## src/rtl/truth_table_probe_pkg.sv

```systemverilog
// ----------------------------------------------------------------------------
// truth_table_probe_pkg
//
// Shared types and constants for the truth-table characterizer.
//   state_e          FSM state encoding (IDLE/DRIVE/SAMPLE/FINISH)
//   NUM_VECTORS      number of input combinations of a 3-input gate
//   LAST_VECTOR      index of the final vector (7)
//   vec_bit_index()  maps vector k to its bit position in the code (7-k),
//                    so vector 000 lands in the MSB
// ----------------------------------------------------------------------------
package truth_table_probe_pkg;

  typedef enum logic [1:0] {
    IDLE   = 2'd0,
    DRIVE  = 2'd1,
    SAMPLE = 2'd2,
    FINISH = 2'd3
  } state_e;

  localparam int NUM_VECTORS = 8;
  localparam logic [2:0] LAST_VECTOR = 3'(NUM_VECTORS - 1);

  function automatic logic [2:0] vec_bit_index(input logic [2:0] k);
    return 3'd7 - k;
  endfunction

endpackage

```

## src/rtl/truth_table_probe_settle.sv

```systemverilog
// ----------------------------------------------------------------------------
// settle_timer
//
// Counts the settle cycles of one input vector.
//   clk, rst   clock and synchronous active-high reset
//   load       restart the count; the cycle after load counts as cycle 1
//   expired    high in the cycle where the count has reached SETTLE_CYCLES
//   early      (TTP_GLITCH_CHECK_EN only) marks the edge on which the
//              early glitch-check sample of the gate output is taken
//
// The counter saturates at SETTLE_CYCLES, so it is $clog2(SETTLE_CYCLES+1)
// bits wide and never wraps.
//
// Build option: TTP_GLITCH_CHECK_EN adds the `early` output.
// ----------------------------------------------------------------------------
module settle_timer #(
  parameter int SETTLE_CYCLES = 4
) (
  input  logic clk,
  input  logic rst,
  input  logic load,
  output logic expired
`ifdef TTP_GLITCH_CHECK_EN
  ,
  output logic early
`endif
);

  localparam int CW = $clog2(SETTLE_CYCLES + 1);
  localparam logic [CW-1:0] LAST = CW'(SETTLE_CYCLES);
  localparam logic [CW-1:0] ONE  = CW'(1);

  logic [CW-1:0] cnt_q, cnt_d;

  always_comb begin
    cnt_d = cnt_q;
    if (load) begin
      cnt_d = ONE;
    end else if (cnt_q != LAST) begin
      cnt_d = cnt_q + ONE;
    end
  end

  always_ff @(posedge clk) begin
    if (rst) begin
      cnt_q <= '0;
    end else begin
      cnt_q <= cnt_d;
    end
  end

  // The last settle cycle ends on the edge one before the sampling edge,
  // which is exactly where the early sample belongs.
  always_comb begin
    expired = (cnt_q == LAST);
  end

`ifdef TTP_GLITCH_CHECK_EN
  always_comb begin
    early = (cnt_q == LAST);
  end
`endif

endmodule

```

## src/rtl/truth_table_probe.sv

```systemverilog
// ----------------------------------------------------------------------------
// truth_table_probe
//
// Characterizes a 3-input combinational gate: drives all eight input
// vectors onto in1/in2/in3 (in1 = MSB), samples the gate's `out` at the
// end of each vector window and assembles the 8-bit truth-table code,
// with code[7-k] = out for vector k.
//
// Ports
//   clk, rst       clock, synchronous active-high reset
//   start          one-cycle run request (ignored while busy)
//   busy           run in progress
//   done           one-cycle pulse: `code` (and `unstable`) just updated
//   code[7:0]      truth-table code of the last completed run
//   unstable       with done: gate output changed inside a sample window
//   in1, in2, in3  vector driven to the gate under test
//   out            gate output
//   dbg_state      current FSM state (state_e encoding), for checkers
//
// Each vector is held for SETTLE_CYCLES+1 cycles: SETTLE_CYCLES cycles in
// DRIVE and one in SAMPLE. `out` is captured on the edge that leaves
// SAMPLE, and the vector advances on that same edge.
//
// Handshake: start is a single-cycle request, accepted whenever busy is
// low; done pulses for exactly one cycle and code/unstable are valid in
// that cycle, with code held stable until the next done.
//
// Build option: TTP_GLITCH_CHECK_EN samples `out` a second time one edge
// earlier in each window and reports any disagreement on `unstable`.
// ----------------------------------------------------------------------------
module truth_table_probe
  import truth_table_probe_pkg::*;
#(
  parameter int SETTLE_CYCLES = 4
) (
  input  logic       clk,
  input  logic       rst,
  input  logic       start,
  output logic       busy,
  output logic       done,
  output logic [7:0] code,
  output logic       unstable,
  output logic       in1,
  output logic       in2,
  output logic       in3,
  input  logic       out,
  output logic [1:0] dbg_state
);

  state_e     state_q, state_d;
  logic [2:0] vec_q, vec_d;
  logic [7:0] shadow_q, shadow_d;
  logic [7:0] code_q, code_d;
  logic [7:0] shadow_sampled;
  logic       start_accept;
  logic       last_vector;
  logic       timer_load;
  logic       timer_expired;

`ifdef TTP_GLITCH_CHECK_EN
  logic timer_early;
  logic early_q, early_d;
  logic flag_q, flag_d;
  logic unstable_q, unstable_d;
  logic mismatch;
`endif

  // --------------------------------------------------------------------------
  // Settle timer
  // --------------------------------------------------------------------------
  settle_timer #(
    .SETTLE_CYCLES(SETTLE_CYCLES)
  ) u_settle_timer (
    .clk    (clk),
    .rst    (rst),
    .load   (timer_load),
    .expired(timer_expired)
`ifdef TTP_GLITCH_CHECK_EN
    ,
    .early  (timer_early)
`endif
  );

  // Restart the timer on every entry into DRIVE.
  always_comb begin
    timer_load = (state_d == DRIVE) && (state_q != DRIVE);
  end

  // --------------------------------------------------------------------------
  // FSM: state register
  // --------------------------------------------------------------------------
  always_ff @(posedge clk) begin
    if (rst) begin
      state_q <= IDLE;
    end else begin
      state_q <= state_d;
    end
  end

  // --------------------------------------------------------------------------
  // FSM: next state
  // --------------------------------------------------------------------------
  always_comb begin
    last_vector  = (vec_q == LAST_VECTOR);
    // FINISH is the non-busy cycle that carries the done pulse; it behaves
    // like IDLE towards start, so a request in the done cycle is taken.
    start_accept = start && ((state_q == IDLE) || (state_q == FINISH));
    state_d      = state_q;
    unique case (state_q)
      IDLE:    if (start_accept) state_d = DRIVE;
      DRIVE:   if (timer_expired) state_d = SAMPLE;
      SAMPLE:  state_d = last_vector ? FINISH : DRIVE;
      FINISH:  state_d = start_accept ? DRIVE : IDLE;
      default: state_d = IDLE;
    endcase
  end

  // --------------------------------------------------------------------------
  // FSM: outputs
  // --------------------------------------------------------------------------
  always_comb begin
    busy      = (state_q == DRIVE) || (state_q == SAMPLE);
    done      = (state_q == FINISH);
    code      = code_q;
    dbg_state = state_q;
    {in1, in2, in3} = 3'b000;
    if (busy) begin
      {in1, in2, in3} = vec_q;
    end
`ifdef TTP_GLITCH_CHECK_EN
    unstable = done && unstable_q;
`else
    unstable = 1'b0;
`endif
  end

  // --------------------------------------------------------------------------
  // Vector counter, shadow and code registers
  // --------------------------------------------------------------------------
  always_comb begin
    shadow_sampled = shadow_q;
    shadow_sampled[vec_bit_index(vec_q)] = out;

    vec_d    = vec_q;
    shadow_d = shadow_q;
    code_d   = code_q;

    if (start_accept) begin
      vec_d    = '0;
      shadow_d = '0;
    end else if (state_q == SAMPLE) begin
      shadow_d = shadow_sampled;
      if (last_vector) begin
        // code changes only here, so it keeps the previous result for
        // the whole run.
        code_d = shadow_sampled;
      end else begin
        vec_d = vec_q + 3'd1;
      end
    end
  end

  always_ff @(posedge clk) begin
    if (rst) begin
      vec_q    <= '0;
      shadow_q <= '0;
      code_q   <= '0;
    end else begin
      vec_q    <= vec_d;
      shadow_q <= shadow_d;
      code_q   <= code_d;
    end
  end

`ifdef TTP_GLITCH_CHECK_EN
  // --------------------------------------------------------------------------
  // Glitch check: early sample vs. final sample, sticky for the run
  // --------------------------------------------------------------------------
  always_comb begin
    mismatch   = (state_q == SAMPLE) && (out != early_q);
    early_d    = early_q;
    flag_d     = flag_q;
    unstable_d = unstable_q;

    if ((state_q == DRIVE) && timer_early) begin
      early_d = out;
    end

    if (start_accept) begin
      flag_d = 1'b0;
    end else if (mismatch) begin
      flag_d = 1'b1;
    end

    if ((state_q == SAMPLE) && last_vector) begin
      unstable_d = flag_q || mismatch;
    end
  end

  always_ff @(posedge clk) begin
    if (rst) begin
      early_q    <= 1'b0;
      flag_q     <= 1'b0;
      unstable_q <= 1'b0;
    end else begin
      early_q    <= early_d;
      flag_q     <= flag_d;
      unstable_q <= unstable_d;
    end
  end
`endif

endmodule

```

## config.mk

```make
export PLATFORM = sky130hd
export DESIGN_NAME = truth_table_probe
export DESIGN_NICKNAME = d
export VERILOG_FILES = /design/src/rtl/truth_table_probe_pkg.sv /design/src/rtl/truth_table_probe_settle.sv /design/src/rtl/truth_table_probe.sv
export SDC_FILE = /design/constraint.sdc
export NUM_CORES = 1
export LEC_CHECK = 0
export CAP_MARGIN = 20
export CORE_ASPECT_RATIO = 1.75
export CORE_UTILIZATION = 47
export CTS_CLUSTER_DIAMETER = 80
export DETAILED_ROUTE_END_ITERATION = 16
export HOLD_SLACK_MARGIN = 0.1
export PLACE_DENSITY_LB_ADDON = 0.3
export SYNTH_ARGS = -nofsm -noshare
export SYNTH_HDL_FRONTEND = slang
export SYNTH_SLANG_ARGS = --single-unit
export TNS_END_PERCENT = 30
```

## constraint.sdc

```tcl
create_clock -name clk -period 1.65 [get_ports clk]
set_clock_uncertainty 0.2 [all_clocks]
set_input_delay 0.2475 -clock clk [delete_from_list [all_inputs] [get_ports clk]]
set_output_delay 0.2475 -clock clk [all_outputs]
set_load 0.03 [all_outputs]
```

* Yosys cells after proc, flatten, opt, wreduce, memory -nomap -nowiden
Index checks and enable logic that the tools add are counted.
Word-level totals: register bits 24, input port bits 4, output and inout bits 16
Operators by class: $add $sub $neg 3, $lt $le $gt $ge 2, equal/unequal tests 8, muxes and demuxes 13, bitwise logic cells 2, reduce and logical (&&, ||, !) cells 11
Operators by type and width (count):
- bitwise mux 8 bit | 1
- case mux 2 bit (4 select lines) | 1
- 2-to-1 mux 1 bit | 7
- adder 3 x 1 -> 3 bit (second input constant) | 2
- == test 3 bit (second input constant) | 2
- 2-to-1 mux 2 bit | 3
- == test 2 x 1 -> 1 bit (second input constant) | 2
- == test 2 bit (second input constant) | 2
- less-than comparator 3 x 4 -> 1 bit (second input constant) | 1
- OR reduction 2 bit | 2
- demux 1 bit (select 3 bit) | 1
- greater-or-equal comparator 3 x 1 -> 1 bit (second input constant) | 1
- logical AND 1 bit | 3
- != test 3 bit (second input constant) | 1
- AND reduction 3 bit | 1
- subtractor 3 bit (first input constant) | 1
- zero test 2 bit | 1
- logical OR 1 bit | 2
- != test 2 x 1 -> 1 bit (second input constant) | 1
- inverter 1 bit | 2
- AND reduction 2 bit | 1
- nonzero test 2 bit | 1

* Longest topological paths before layout
depth after elaboration 8, gate-level depth with buffers 7, mapped depth without buffers 5

* Modules after synthesis
Synthesis repeated with hierarchy kept, for this count alone.
Unflattened totals: cell total of the unflattened synthesis 136, area total of the unflattened synthesis 1341.3 sq um
Modules (own cells, without submodules):
- truth_table_probe | times used 1, cells an instance 118, area each 1158.6 sq um
- settle_timer | times used 1, cells an instance 18, area each 182.7 sq um

* Least setup slack after synthesis
OpenSTA, ideal clock, no wires.
path kind register -> register, start register state_q[0], in the netlist dbg_state[0], end register u_settle_timer.cnt_q[0], library setup time 0.075 ns, data arrival time 1.958 ns, slack -0.583 ns, stages on the path, launching flop included 7, buffers on the path 1, period minus slack after synthesis 2.233 ns, cells stage by stage dfxtp_1 > inv_1 > ha_1 > nand2b_1 > buf_2 > a2111o_1 > o22ai_1
On the way: cells in the longest elaborated chain, start to end 8
Ends and longest elaborated chain:
- from (decl) | RTL line truth_table_probe.sv:50 | state_e state_q, state_d;
- from (signal assigned) | RTL line truth_table_probe.sv:96 | state_q <= state_d;
- == test 2 bit / zero test 2 bit (equally long branches) | RTL line truth_table_probe.sv:107, truth_table_probe.sv:109
- logical OR 1 bit | RTL line truth_table_probe.sv:107 | start_accept = start && ((state_q == IDLE) || (state_q == FINISH));
- logical AND 1 bit | RTL line truth_table_probe.sv:107
- 2-to-1 mux 1 bit / 2-to-1 mux 2 bit (equally long branches) | RTL line truth_table_probe.sv:113, truth_table_probe.sv:110
- case mux 2 bit (4 select lines) | RTL line truth_table_probe.sv:109 | unique case (state_q)
- == test 2 x 1 -> 1 bit | RTL line truth_table_probe.sv:86 | timer_load = (state_d == DRIVE) && (state_q != DRIVE);
- logical AND 1 bit * | RTL line truth_table_probe.sv:86
- 2-to-1 mux 1 bit / nonzero test 2 bit (equally long branches)
- to (signal assigned) | RTL line truth_table_probe_settle.sv:48 | cnt_q <= cnt_d;
- to (decl) | RTL line truth_table_probe_settle.sv:33 | logic [CW-1:0] cnt_q, cnt_d;
Every way passes the cells marked *; elsewhere a longest branch is shown, timed or not. A chain may end at the register's enable or synchronous reset.

* Worst setup path in the final report
start register state_q[1], in the netlist dbg_state[1], end output port in3
On the way: cells in the longest elaborated chain, start to end 3
Ends and longest elaborated chain:
- == test 2 x 1 -> 1 bit / == test 2 bit (equally long branches) | RTL line truth_table_probe.sv:122 | busy = (state_q == DRIVE) || (state_q == SAMPLE);
- logical OR 1 bit * | RTL line truth_table_probe.sv:122
- 2-to-1 mux 1 bit * | RTL line truth_table_probe.sv:127 | if (busy) begin
- to (decl) | RTL line truth_table_probe.sv:45 | output logic in3,
Marks and branches as above.

==> impl_metrics.toml <==
[run_status]
status = "finished, violations left"
violations = "negative setup slack"

[grt]
grt_max_degree = 14
track_usage_pct = 21.8
gr-total-overflow = 0
grt_pass1_wl_um = 4280
grt_pass1_vias = 963
antenna_found_initial = 0

[min_path]
hold_path.class = "reg -> reg"
hp-start = "code[1]"
holdPathStages = 2

[layout]
stdcell_count = 185
final_area_um2 = 1600
layout-drive-gt1-share_pct = 30.2
final_cell_mix = "dfxtp_1, buf_4, nor2_1"
n_antenna_cell = 0
area_delta_synth_final_pct = 31.1
utilization_pct = 65.1
nets = 172
mostFrequentLayoutCell = "dfxtp_1"

[worst_setup_path]
arrival_ns = 1.33
criticalPathCategory = "reg -> out"
r2r_start = "dbg_state[0]"
cp_max_fo = 4
crit_start = "dbg_state[1]"
worstSetupEndpointType = "output port"
r2r_cells = 5
cp.required_ns = 1.20
worstSetupStartpointType = "flip-flop"

[cts]
cts_hold_buf = 0
htreeDepth = 1
clk_pin_slew_ns = 0.09
root_buffer = "clkbuf_8"
worstSkewPairLatency_ns = 0.27
cts_max_path_buffers = 2
cts_buffers = 3
cts_tree = "done"
clock_sinks = 23

[yosys]
ys_async_sr_fraction_pct = 0
syn_inst = 133
synth_nets = 145
ys_seq_area_share_pct = 37.7
synth_edf_count = 0
synth_cell_types = 34
ys_ff_latch = 23
yosysWarnings = 0
avgSynthCellArea_um2 = 9.19
synthFlopType = "dfxtp_1"
syn-cell-area_um2 = 1220

[power_and_ir_drop]
ir_drop_mv = 0.600
power_mw = 1.38
leakage_nw = 0.687
power_density_nw_per_um2 = 863

[timing]
max_freq_mhz = 564
finalWorstSetupSlack_ns = -0.125
slew_viol_final = 0
hold_viol = 0
timing.hold.ws_ns = 0.287
setup_violations = 7
fin_crit_sh_pct = 108
period_minus_slack_ns = 1.77
rsz0062_at_grt = "true"
setup_tns_ns = -0.568

[route]
wl_met2_um = 1530
routedWlPerCell_um = 14.2
first_pass_iters = 4
vias = 1032
drc = 0
wl_met1_um = 1010
viasPerCell = 5.58
drt-total-wl_um = 2620
wl_met3_um = 29
maxUsedRoutingLayer = "met4"
ant_nets = 0
drt_iter0_drc = 32

[floorplanning]
die_area_um2 = 2820
rows = 24
dieHeight_um = 69.5
die_w_um = 40.6
io_pins = 20
coreArea_um2 = 2460
start_util_pct = 49.6

[placement]
dp_slack_ns = -0.195
placed_cells_incl_taps = 180
dpl.hpwl_um = 1970
dpl-instance-area_um2 = 1500
gp_congestion = 0.731
io_buffers = 18

[flow_run]
cap_violations = 0
==> flip-flops by register name, summed over array words and instances (netlist names) <==
name                  cells
dbg_state                 2
u_settle_timer.cnt_q      3
shadow_q                  7
code                      8
vec_q                     3
==> area by class of cell <==
class | instances | area [µm²]
fillers | 221 | 860
multi-input cells | 94 | 746
flip-flops and latches | 23 | 468
repair buffers | 34 | 290
clock buffers | 3 | 41.3
well taps | 26 | 32.5
inverters | 4 | 20.0
clock inverters | 1 | 5.00
==> power by group <==
group	total (mW)	internal, mW	leakage [nW]	switching, mW
Combinational	0.414	0.193	0.475	0.222
Clock	0.354	0.169	0.0255	0.185
Sequential	0.615	0.586	0.187	0.0293
Total	1.38	0.947	0.687	0.436
==> worst paths after layout <==
check | slack, ns | to
worst max register to register | -0.09 | u_settle_timer.cnt_q[1]
worst max-delay path | -0.12 | in3
worst min register to register | 0.29 | code[1]
worst min-delay path | 0.29 | code[1]
==> critical path, cell delays in order, from the launching register on <==
cell,delay (ns)
dfxtp_4,0.38
inv_4,0.04
ha_4,0.24
buf_6,0.12
and2_4,0.14
buf_6,0.13
==> cells by family after synthesis <==
logic type      count (synthesis)  synth area share (%)
fa+ha+maj                       8                  8.19
buf+inv                        16                  6.55
compound gates                 32                  17.3
simple gates                   42                  21.2
xor+xnor                        2                  1.43
other cells                     1                 0.307
mux                             9                  7.37
flops                          23                  37.7
==> routing by layer <==
layer / vias to the layer above / GRT usage, %
li1: 523 / -
met1: 498 / 23.6
met2: 7 / 37.2
met3: 4 / 2.56
met4: 0 / 11.9
met5: - / 0
==> synth_stat cells (2+ instances only) <==
cell type / number / area share (%)
a211oi_1: 10 / 6.1
a21oi_1: 10 / 4.1
a221oi_1: 2 / 1.4
and2_1: 4 / 2.0
and3b_1: 2 / 1.4
buf_2: 4 / 1.6
buf_4: 4 / 2.5
clkbuf_1: 4 / 1.2
dfxtp_1: 23 / 38
ha_1: 8 / 8.2
inv_1: 4 / 1.2
mux2i_1: 9 / 7.4
nand2_1: 3 / 0.92
nand2b_1: 2 / 1.0
nand3_1: 6 / 2.5
nand4b_1: 3 / 2.1
nor2_1: 12 / 3.7
nor3b_2: 3 / 3.1
o21ai_1: 4 / 1.6
xnor2_1: 2 / 1.4
==> repair_timing <==
action                                  4_1_cts  5_1_grt
endpoints found under the setup margin       27       27
pin swaps                                     3        1
buffers inserted                              1        0
resized for setup                            22        7
(Power assumes the default switching activity.)
